$ cat src/rtl/sysarray_xfer_scheduler.sv
// Splits one host transfer into C_CHUNK_BYTES chunks and sequences the AXI read/write masters per chunk.
// Latency: start pulses 1 cycle after ap_start, next chunk 1 cycle after both dones; optional SYSARRAY_SCHED_PERF_EN cycle counter.
// Backpressure: one chunk in flight; the next issue waits until both masters report done.
module sysarray_xfer_scheduler #(
  parameter int C_M_AXI_ADDR_WIDTH = 64,
  parameter int C_XFER_SIZE_WIDTH  = 32,
  parameter int C_CHUNK_BYTES      = 4096
) (
  input  logic                          aclk,
  input  logic                          areset_n,
  input  logic                          ap_start,
  output logic                          ap_done,
  output logic                          ap_idle,
  output logic                          ap_ready,
  input  logic [C_M_AXI_ADDR_WIDTH-1:0] ctrl_rd_addr_offset,
  input  logic [C_M_AXI_ADDR_WIDTH-1:0] ctrl_wr_addr_offset,
  input  logic [C_XFER_SIZE_WIDTH-1:0]  ctrl_xfer_size_in_bytes,
  output logic                          rd_start,
  output logic [C_M_AXI_ADDR_WIDTH-1:0] rd_addr_offset,
  output logic [C_XFER_SIZE_WIDTH-1:0]  rd_xfer_size,
  input  logic                          rd_done,
  output logic                          wr_start,
  output logic [C_M_AXI_ADDR_WIDTH-1:0] wr_addr_offset,
  output logic [C_XFER_SIZE_WIDTH-1:0]  wr_xfer_size,
  input  logic                          wr_done,
  output logic [C_XFER_SIZE_WIDTH-1:0]  chunk_idx
`ifdef SYSARRAY_SCHED_PERF_EN
  ,
  output logic [31:0]                   perf_cycles
`endif
);

  localparam int AW = C_M_AXI_ADDR_WIDTH;
  localparam int XW = C_XFER_SIZE_WIDTH;
  localparam logic [XW-1:0] CHUNK = XW'(C_CHUNK_BYTES);

  typedef enum logic [1:0] {S_IDLE, S_ISSUE, S_WAIT, S_DONE} state_t;

  state_t          state_q, state_d;
  logic [XW-1:0]   rem_q, chunk_q, idx_q, rem_next;
  logic [AW-1:0]   rd_addr_q, wr_addr_q;
  logic            rd_seen_q, wr_seen_q, both_done;

  function automatic logic [XW-1:0] clip(input logic [XW-1:0] n);
    return (n > CHUNK) ? CHUNK : n;
  endfunction

  // The completing pulse counts in the same cycle it arrives.
  assign both_done = (rd_seen_q | rd_done) & (wr_seen_q | wr_done);
  assign rem_next  = rem_q - chunk_q;

  always_ff @(posedge aclk or negedge areset_n) begin
    if (!areset_n) state_q <= S_IDLE;
    else           state_q <= state_d;
  end

  always_comb begin
    state_d = state_q;
    case (state_q)
      S_IDLE:  if (ap_start) state_d = (ctrl_xfer_size_in_bytes == '0) ? S_DONE : S_ISSUE;
      S_ISSUE: state_d = S_WAIT;
      S_WAIT:  if (both_done) state_d = (rem_next == '0) ? S_DONE : S_ISSUE;
      S_DONE:  state_d = S_IDLE;
      default: state_d = S_IDLE;
    endcase
  end

  always_ff @(posedge aclk or negedge areset_n) begin
    if (!areset_n) begin
      rem_q     <= '0;
      chunk_q   <= '0;
      idx_q     <= '0;
      rd_addr_q <= '0;
      wr_addr_q <= '0;
      rd_seen_q <= 1'b0;
      wr_seen_q <= 1'b0;
    end else begin
      case (state_q)
        S_IDLE: begin
          if (ap_start) begin
            rem_q     <= ctrl_xfer_size_in_bytes;
            chunk_q   <= clip(ctrl_xfer_size_in_bytes);
            rd_addr_q <= ctrl_rd_addr_offset;
            wr_addr_q <= ctrl_wr_addr_offset;
            idx_q     <= '0;
          end
        end
        S_ISSUE: begin
          rd_seen_q <= 1'b0;
          wr_seen_q <= 1'b0;
        end
        S_WAIT: begin
          rd_seen_q <= rd_seen_q | rd_done;
          wr_seen_q <= wr_seen_q | wr_done;
          if (both_done) begin
            rem_q     <= rem_next;
            chunk_q   <= clip(rem_next);
            rd_addr_q <= rd_addr_q + AW'(chunk_q);
            wr_addr_q <= wr_addr_q + AW'(chunk_q);
            idx_q     <= idx_q + 1'b1;
          end
        end
        default: ;
      endcase
    end
  end

`ifdef SYSARRAY_SCHED_PERF_EN
  always_ff @(posedge aclk or negedge areset_n) begin
    if (!areset_n) begin
      perf_cycles <= '0;
    end else if (state_q == S_IDLE) begin
      if (ap_start) perf_cycles <= '0;
    end else if (perf_cycles != 32'hFFFF_FFFF) begin
      perf_cycles <= perf_cycles + 32'd1;
    end
  end
`endif

  assign ap_idle        = (state_q == S_IDLE);
  assign ap_done        = (state_q == S_DONE);
  assign ap_ready       = (state_q == S_DONE);
  assign rd_start       = (state_q == S_ISSUE);
  assign wr_start       = (state_q == S_ISSUE);
  assign rd_addr_offset = rd_addr_q;
  assign wr_addr_offset = wr_addr_q;
  assign rd_xfer_size   = chunk_q;
  assign wr_xfer_size   = chunk_q;
  assign chunk_idx      = idx_q;

endmodule

$ cat config.mk
export PLATFORM = sky130hd
export DESIGN_NAME = sysarray_xfer_scheduler
export DESIGN_NICKNAME = d
export VERILOG_FILES = /design/src/rtl/sysarray_xfer_scheduler.sv
export SDC_FILE = /design/constraint.sdc
export NUM_CORES = 1
export LEC_CHECK = 0
export ABC_AREA = 1
export BUFFER_PORTS_ARGS = -buffer_cell sky130_fd_sc_hd__buf_2
export CORE_MARGIN = 4
export CORE_UTILIZATION = 40
export CTS_BUF_LIST = sky130_fd_sc_hd__clkbuf_8
export DETAILED_ROUTE_END_ITERATION = 10
export SYNTH_ARGS = -nofsm -noshare
export SYNTH_HDL_FRONTEND = slang
export SYNTH_SLANG_ARGS = --single-unit
$ cat constraint.sdc
create_clock -name aclk -period 2.55 [get_ports aclk]
set_clock_uncertainty 0.05 [all_clocks]
set_input_delay 0.255 -clock aclk [delete_from_list [all_inputs] [get_ports aclk]]
set_output_delay 0.255 -clock aclk [all_outputs]
set_load 0.05 [all_outputs]
Word-level counts from Yosys, hierarchy flattened
Cells that the tools add are included.
{"block": "word_totals", "register_bits": 228, "input_bits": 165, "output_inout_bits": 229}
{"block": "classes", "addsub": 4, "magnitude_cmp": 2, "eq_ne": 5, "mux": 24, "bitwise_logic": 3, "reduce_logical": 7}
{"op": "2-to-1 mux 32 bit", "n": 8}
{"op": "2-to-1 mux 64 bit", "n": 4}
{"op": "case mux 64 bit (2 select lines)", "n": 2}
{"op": "case mux 32 bit (2 select lines)", "n": 3}
{"op": "adder 64 x 32 -> 64 bit", "n": 2}
{"op": "> comparator 32 x 13 -> 1 bit (second input constant)", "n": 2}
{"op": "zero test 32 bit", "n": 2}
{"op": "adder 32 x 1 -> 32 bit (second input constant)", "n": 1}
{"op": "subtractor 32 bit", "n": 1}
{"op": "2-to-1 mux 2 bit", "n": 4}
{"op": "case mux 2 bit (4 select lines)", "n": 1}
{"op": "== test 2 bit (second input constant)", "n": 2}
{"op": "inequality test 2 bit (second input constant)", "n": 2}
{"op": "case mux 1 bit (2 select lines)", "n": 2}
{"op": "nonzero test 2 bit", "n": 2}
{"op": "AND reduction 3 bit", "n": 1}
{"op": "== test 2 x 1 -> 1 bit (second input constant)", "n": 1}
{"op": "zero test 2 bit", "n": 1}
{"op": "bitwise OR 1 bit", "n": 2}
{"op": "AND reduction 2 bit", "n": 1}
{"op": "AND 1 bit", "n": 1}

Longest topological paths before layout
Gate-level depths: netlist of the first run.
{"block": "logic_depth", "depth_word": 5, "depth_mapped": 20, "depth_no_buf": 20}

Worst setup path after synthesis of the first run
No wires, ideal clock.
{"block": "synth_timing", "kind": "register -> register", "start": "reg chunk_q[1], in the netlist rd_xfer_size[1]", "end": "reg wr_addr_q[36], in the netlist wr_addr_offset[36]", "arrival_ns": 2.852, "required_ns": 2.370, "path_slack_ns": -0.482, "path_stages_with_launch": 15, "synth_period_minus_slack_ns": 3.032, "cell_sequence": "dfrtp_1 -> inv_1 -> fa_1 -> inv_1 -> nand3_1 -> nand2_1 -> a21oi_1 -> o21ai_0 -> inv_1 -> o21ai_0 -> a21o_2 -> buf_4 -> a21oi_1 -> o21ai_0 -> o21ai_0"}
{"block": "synth_between", "elab_chain_len": 3}
{"element": "start: declaration", "line": "40", "rtl": "logic [XW-1:0] rem_q, chunk_q, idx_q, rem_next;"}
{"element": "start signal: assignment", "line": "82", "rtl": "chunk_q <= clip(ctrl_xfer_size_in_bytes);"}
{"element": "start signal: assignment", "line": "97", "rtl": "chunk_q <= clip(rem_next);"}
{"element": "adder 64 x 32 -> 64 bit", "line": "99", "rtl": "wr_addr_q <= wr_addr_q + AW'(chunk_q);"}
{"element": "2-to-1 mux 64 bit", "line": "95", "rtl": "if (both_done) begin"}
{"element": "case mux 64 bit (2 select lines)", "line": "78", "rtl": "case (state_q)"}
{"element": "end signal: assignment", "line": "84", "rtl": "wr_addr_q <= ctrl_wr_addr_offset;"}
{"element": "end signal: assignment", "line": "99"}
{"element": "end: declaration", "line": "41", "rtl": "logic [AW-1:0] rd_addr_q, wr_addr_q;"}
No other way between the ends. The select of a mux whose other input is x is not followed.
A chain may end at the register's enable or synchronous reset.

Worst setup path in the final report of the first run
{"block": "layout_timing", "start": "reg chunk_q[0], in the netlist rd_xfer_size[0]", "end": "reg chunk_q[1], in the netlist rd_xfer_size[1]"}
{"block": "layout_between", "elab_chain_len": 5}
{"element": "subtractor 32 bit (*)", "line": "50", "rtl": "assign rem_next = rem_q - chunk_q;"}
{"element": "> comparator 32 x 13 -> 1 bit", "line": "45", "rtl": "return (n > CHUNK) ? CHUNK : n;"}
{"element": "2-to-1 mux 32 bit (*)", "line": "45"}
{"element": "2-to-1 mux 32 bit (*)", "line": "95"}
{"element": "case mux 32 bit (2 select lines) (*)", "line": "78"}
Mark *: on every way between the ends. The rest lies on a longest branch, timed or not. The select of a mux whose other input is x is not followed.

==> results of run 1 <==
-- metrics by stage --
stage / util / area [µm²] / setup TNS [ns] / setup slack [ns] / hold WS, ns
2_1_floorplan: - / 20140 / -1.351 / -0.1020 / -0.09059
3_3_place_gp: 0.5448 / 26780 / -25.15 / -0.4477 / 0.1132
3_5_place_dp: 0.5448 / 26780 / -26.80 / -0.4804 / 0.1139
4_1_cts: 0.6254 / 30740 / -12.51 / -0.3913 / 0.0009124
5_1_grt: 0.6669 / 32780 / -35.23 / -0.5866 / 0.06947
6_report: 0.6669 / 32780 / -21.43 / -0.4620 / -0.004325
-- state kept, by name (all words and copies together), names as in the netlist --
signal,count
rd_addr_offset,64
wr_addr_offset,64
chunk_idx,32
rd_xfer_size,32
rem_q,32
state_q,2
rd_seen_q,1
wr_seen_q,1
-- logic make-up after synthesis --
family,Yosys count,share of synthesized area
adder cells (fa/ha/maj),103,0.06553
buffers and inverters,613,0.1232
XOR/XNOR,68,0.02976
AO/OA/AOI/OAI,605,0.1695
AND/OR/NAND/NOR,1559,0.3269
flip-flops,228,0.2851
-- synthesized netlist by cell type (3+ instances only) --
cell type and number:
o21bai_1 16, ha_1 100, xnor2_1 30, inv_1 487, a21o_1 14, nand2_1 805
dfrtp_1 228, o211ai_1 45, clkbuf_1 59, buf_2 14, fa_1 3, nor4_1 32
nand3b_1 8, o21a_1 12, nand2_2 6, xor2_1 38, o21ai_1 10, o22ai_1 6
nor3_1 67, nor2_2 5, a31oi_1 14, nor2_1 365, a21oi_1 238, o22a_1 5
a21boi_0 9, buf_1 10, o31ai_1 8, or2_2 12, o21ai_0 215, buf_4 37
a21oi_2 5, nand3_1 207, nand4_1 38
-- placed cells by master, fill, tap and decap left out, types with 11 or more instances in the layout --
master,n
a21o_1,14
a21oi_1,166
a21oi_2,56
a21oi_4,22
a31oi_1,13
buf_12,17
buf_2,392
buf_4,556
buf_6,57
clkbuf_8,53
dfrtp_1,191
dfrtp_2,36
dlygate4sd3_1,161
ha_1,33
ha_4,63
inv_1,482
inv_2,25
nand2_1,722
nand2_2,70
nand2_4,19
nand3_1,153
nand3_2,46
nand3_4,11
nand4_1,38
nor2_1,302
nor2_2,46
nor2_4,24
nor3_1,64
nor4_1,30
o211ai_1,45
o21a_1,12
o21ai_0,106
o21ai_1,79
o21ai_2,28
o21ai_4,13
xnor2_1,21
xor2_1,35
-- final timing paths --
path                                         startpoint                 end  cells past startpoint
max in group asynchronous                      areset_n  rd_addr_offset[45]                      4
min in group asynchronous                      areset_n  rd_addr_offset[42]                      3
worst min register to register            chunk_idx[25]       chunk_idx[25]                      1
worst max register to register          rd_xfer_size[0]     rd_xfer_size[1]                     16
worst min-delay path            ctrl_wr_addr_offset[62]  wr_addr_offset[62]                      5
worst max-delay path                    rd_xfer_size[0]     rd_xfer_size[1]                     16
-- critical path, cell delays in order (launching register included) --
cell and delay (ns):
dfrtp_4 0.50, ha_4 0.18, fa_2 0.39, inv_2 0.10
nand2_4 0.06, a21oi_4 0.17, buf_6 0.14, xnor2_4 0.11
nand3_2 0.10, nor2_2 0.13, nand2_1 0.09, nor2_1 0.15
nand4_1 0.17, o21ai_4 0.14, clkbuf_16 0.21, nand3_2 0.09
a21oi_2 0.14
-- layer usage --
| layer | up-vias | wire length, µm | GRT usage |
|---|---|---|---|
| met5 | - | 0 | 0 |
| met4 | 0 | 3968 | 0.1151 |
| met3 | 222 | 6793 | 0.05002 |
| met2 | 1042 | 43290 | 0.5414 |
| met1 | 12210 | 38860 | 0.4270 |
| li1 | 12530 | - | - |
-- repair_timing --
| action | CTS | global route |
|---|---|---|
| buffers inserted | 38 | 49 |
| setup endpoints to repair | 114 | 143 |
| hold endpoints to repair | 398 | 0 |
| cloned | 1 | 3 |
| pin swaps | 80 | 184 |
| gates resized for setup | 293 | 411 |
| hold buffers | 161 | 0 |
-- final cells by class --
type | count | area share
tap | 664 | 0.02534
inverter | 492 | 0.05656
clock inverter | 28 | 0.006068
multi-input combinational | 2335 | 0.4433
timing repair buffer | 1190 | 0.2708
sequential | 228 | 0.1755
clock buffer | 53 | 0.02225
antenna | 2 | 0.0001527
-- report_power, final --
part	leakage [nW]	internal, mW	total [mW]	switching (mW)
logic	12.6	14.7	36.8	22.1
clock network	0.548	2.19	4.03	1.84
registers	2.77	5.23	6.89	1.66
==> impl_metrics.yaml, run 1 <==
clock_tree:
  cts_root_buf: "clkbuf_8"
  path_clk_slew_ns: 0.06
  tritoncts: "built"
  cts.path.max_buffers: 3
  clk_latency_ns: 0.66
  numCtsBuffers: 46
  htree_levels: 2
  cts_num_sinks: 228
timing:
  rsz0062_at_grt: "yes"
  holdWs_ns: -0.004325
  post-route-period-util: 1.181
  hold_viol: 1
  relSlewSlack: 0.4631
  worst_pin_slew_ns: 0.8054
  setup_ws_ns: -0.4620
  max_freq_ghz: 0.3320
  drv_slew: 0
  min_period_ns: 3.012
  finalSetupViolations: 77
final_layout:
  drive_gt1_frac: 0.3722
  regArea_mm2: 0.005754
  area_delta_synth_final_pct: 63.84
  nFillCells: 4300
  multiInputGateArea_mm2: 0.01453
  finalNonFillerCells: 4992
  nets: 4561
synth:
  synth-seq-cells: 228
  synth.top_cell.area_share: 0.2851
  avgSynthCellArea_um2: 6.300
  synth_warnings: 0
  synth_edf_count: 0
  synthTopCellsByArea: "dfrtp_1, nand2_1, inv_1, nor2_1, ha_1"
  ys_seq_area_frac: 0.2851
  synth_nets: 3444
  synthCells: 3176
  ys.flop_type: "dfrtp_1"
  synth_cell_types: 54
  async_flop_share: 1.000
  yosysTopAreaCell: "dfrtp_1"
  syn-cell-area_mm2: 0.02001
grt:
  grt_usage: 0.3240
  gr-total-overflow: 0
  first_global_vias: 24910
  grt_max_degree: 156
  antenna_found_initial: 1
  grt_pass1_wl_um: 137400
floorplan:
  start_util: 0.4071
  boundaryPins: 394
  coreArea_mm2: 0.04915
  dieArea_mm2: 0.05367
  placementRows: 81
  die_w_um: 231.7
  die_h_um: 231.7
critical_path:
  path_class: "reg2reg"
  critPathLaunchType: "flop"
  cp.arrival_ns: 3.53
  crit_fanout: 6
  endpoint_kind: "flop"
  critPathRequiredTime_ns: 3.07
  r2r_slack_ns: -0.46
routing:
  drc: 0
  drt_pass1_iterations: 7
  routed_via_density: 5.208
  drt_iter0_drc: 1873
  wire_per_inst_um: 18.61
  wl_um: 92910
  routed-via-count: 26000
  postRouteAntennaNets: 0
status:
  violations: "hold timing, setup timing"
  run_status: "finished with violations"
placement:
  dp.cells: 4667
  port_buffers: 393
  gp_congestion: 0.9855
  dp_hpwl_um: 68340
hold_path:
  min_path_type: "in2reg"
power:
  p_total_mw: 47.70
  ir_worst_vdd_mv: 0.8120
  p_leak_nw: 15.93
  p_per_area_mw_per_mm2: 1455
job:
  maxCapViolations: 0
Power figures use the tool's default switching activity.
==> inputs of run 2 (changes only) <==
- clock period: 2.55 -> 3.24 ns (I/O delays scaled with it)
==> run 2 against run 1 <==
Compared with the run above: the flow now finishes without violations; register-to-register slack gained 0.56 ns; routed wire length shrank 9.3%; die area is the same; critical path depth grew 2; global-route usage shrank 2.1 points; cell area shrank 23%; final cell count shrank 12%; flip-flop and latch count is the same; via count shrank 11%; clock-buffer cell count grew 1; critical endpoint is now rd_xfer_size[12]; highest routed layer unchanged.
==> impl_metrics.yaml, run 2 (synthesis gave the netlist of run 1 again) <==
status:
  run_status: "completed"
job:
  maxCapViolations: 0
final_layout:
  drive_gt1_frac: 0.1620
  final_area_mm2: 0.02528
  area_delta_synth_final_pct: 26.33
  layout_common_cells: "nand2_1, inv_1, buf_2"
  nFillCells: 5197
  layout_commonest_cell: "nand2_1"
  finalNonFillerCells: 4413
  nets: 3982
clock_tree:
  htree_levels: 2
  clk_latency_ns: 0.64
  cts_num_sinks: 228
  numCtsBuffers: 45
  cts_root_buf: "clkbuf_8"
  cts.path.max_buffers: 3
  path_clk_slew_ns: 0.06
  tritoncts: "built"
floorplan:
  placementRows: 81
  dieArea_mm2: 0.05367
  coreArea_mm2: 0.04915
  boundaryPins: 394
  die_h_um: 231.7
  start_util: 0.4071
  die_w_um: 231.7
timing:
  relSlewSlack: 0.2385
  hold_viol: 0
  drv_slew: 0
  worst_pin_slew_ns: 1.142
  finalSetupViolations: 0
  finalSetupTns_ns: 0
  rsz0062_at_grt: "yes"
  post-route-period-util: 0.9688
  min_period_ns: 3.139
  max_freq_ghz: 0.3186
hold_path:
  hold-path-cell-count: 5
  worstHoldStart: "ctrl_rd_addr_offset[24]"
  min_path_type: "in2reg"
critical_path:
  startpoint: "rd_xfer_size[0]"
  reg2reg_from: "rd_xfer_size[0]"
  crit_chain: "ha_1 > fa_2 > inv_1 > nand2_1 > nand2_1 > nand3_1 > nand2_2 > nand2_1 > nand2_2 > nand2_1 > nand2_1 > xor2_1 > nand3_1 > nor2_4 > and2_4 > nand3_1 > nand2_1 > o21ai_0"
  endpoint_kind: "flop"
  reg2regPathDepth: 18
  worst_path_max_delay_cell: "dfrtp_2"
  critPathMaxStageDelay_ns: 0.44
  crit_fanout: 7
  path_class: "reg2reg"
  critPathLaunchType: "flop"
  cp.depth: 18
  critPathTopFamily: "simple AND/OR/NAND/NOR gates"
  critPathBufInv: 1
  cp_common_cell: "nand2_1"
  critPathRequiredTime_ns: 3.68
  cp.arrival_ns: 3.58
grt:
  grt_usage: 0.3026
  first_global_vias: 22040
  antenna_found_initial: 0
  gr-total-overflow: 0
  grt_pass1_wl_um: 126700
  grt_max_degree: 185
routing:
  drt_pass1_iterations: 6
  postRouteAntennaNets: 0
  wl_met2_um: 38110
  wire_per_inst_um: 19.10
  wl_met3_um: 5749
  drc: 0
  routed.top_layer: "met4"
  routed-via-count: 23110
  wl_um: 84280
  wl_met1_um: 36940
  routed_via_density: 5.237
  drt_iter0_drc: 1947
power:
  p_leak_nw: 12.67
  p_sw_mw: 17.00
  combinationalPowerShare: 0.701
  p_per_area_mw_per_mm2: 1125
  swShare: 0.5974
  clockPowerShare: 0.103
  p_int_mw: 11.45
  p_total_mw: 28.45
  ir_worst_vdd_mv: 0.7954
  seq_power_share: 0.196
placement:
  dp_hpwl_um: 65200
  place_area_mm2: 0.02288
  gp_congestion: 0.9873
  port_buffers: 393
  dp.cells: 4184
-- run 2: changes by cell type in the layout (fill, tap and decap cells not counted), sizes merged --
cell         change
and2             +1
buf            -555
bufinv           -3
clkbuf           -2
clkinv           +2
clkinvlp         +1
dlygate4sd3     -21
inv              -2
-- run 2: worst paths after layout --
path / end / slack, ns
worst min-delay path: rd_addr_offset[24] / 0.03
min in group asynchronous: rd_addr_offset[61] / 0.24
worst max-delay path: rd_xfer_size[12] / 0.10
worst max register to register: rd_xfer_size[12] / 0.10
max in group asynchronous: rd_xfer_size[3] / 1.99
worst min register to register: rem_q[24] / 0.44
-- run 2: power by group through the flow --
stage / sequential, mW / combinational (mW) / clock [mW]
after floorplan: 8.16 / 11.0 / 0
after global placement: 5.59 / 19.4 / 0
after detailed placement: 5.58 / 19.5 / 0
after CTS: 5.55 / 19.7 / 2.97
after global routing: 5.69 / 21.8 / 3.10
final: 5.59 / 19.9 / 2.92
-- run 2: per-stage QoR --
| stage | util | hold WS [ns] | setup WS, ns |
|---|---|---|---|
| global route | 0.5142 | 0.04959 | -0.06304 |
| global placement | 0.4654 | 0.3123 | -0.1053 |
| finish | 0.5143 | 0.02813 | 0.1011 |
| floorplan | - | -0.02159 | 0.2079 |
| CTS | 0.5114 | 0.001076 | 0.01608 |
| detailed placement | 0.4654 | 0.3191 | -0.1252 |
-- run 2: timing repair --
item	in CTS	in global routing
hold buffers	140	0
hold endpoints to repair	211	0
setup buffers	0	6
pin swaps	0	2
gates resized for setup	3	34
setup endpoints to repair	6	36
gates cloned	0	1
-- run 2: per-layer routing --
metal	global-route usage	up-vias
li1	-	11360
met1	0.4127	10760
met3	0.04486	164
met2	0.4831	826
met4	0.1224	0
met5	0	-
-- run 2: cell type report --
class / count / area [µm²] / area share
multi-input cells: 2336 / 11940 / 0.4722
clock inverters: 26 / 111.4 / 0.004405
well taps: 664 / 830.8 / 0.03287
inverters: 492 / 1852 / 0.07326
diodes: 2 / 5.005 / 0.0001980
clock buffers: 54 / 743.2 / 0.02940
repair buffers: 611 / 4076 / 0.1613
flip-flops and latches: 228 / 5723 / 0.2264
-- run 2: worst reg2reg max path, cell delays in order, from the launching register on --
cell and delay (ns):
dfrtp_2 0.44, ha_1 0.25, fa_2 0.39, inv_1 0.10
nand2_1 0.10, nand2_1 0.09, nand3_1 0.09, nand2_2 0.12
nand2_1 0.10, nand2_2 0.10, nand2_1 0.07, nand2_1 0.09
xor2_1 0.19, nand3_1 0.14, nor2_4 0.21, and2_4 0.25
nand3_1 0.09, nand2_1 0.06, o21ai_0 0.07
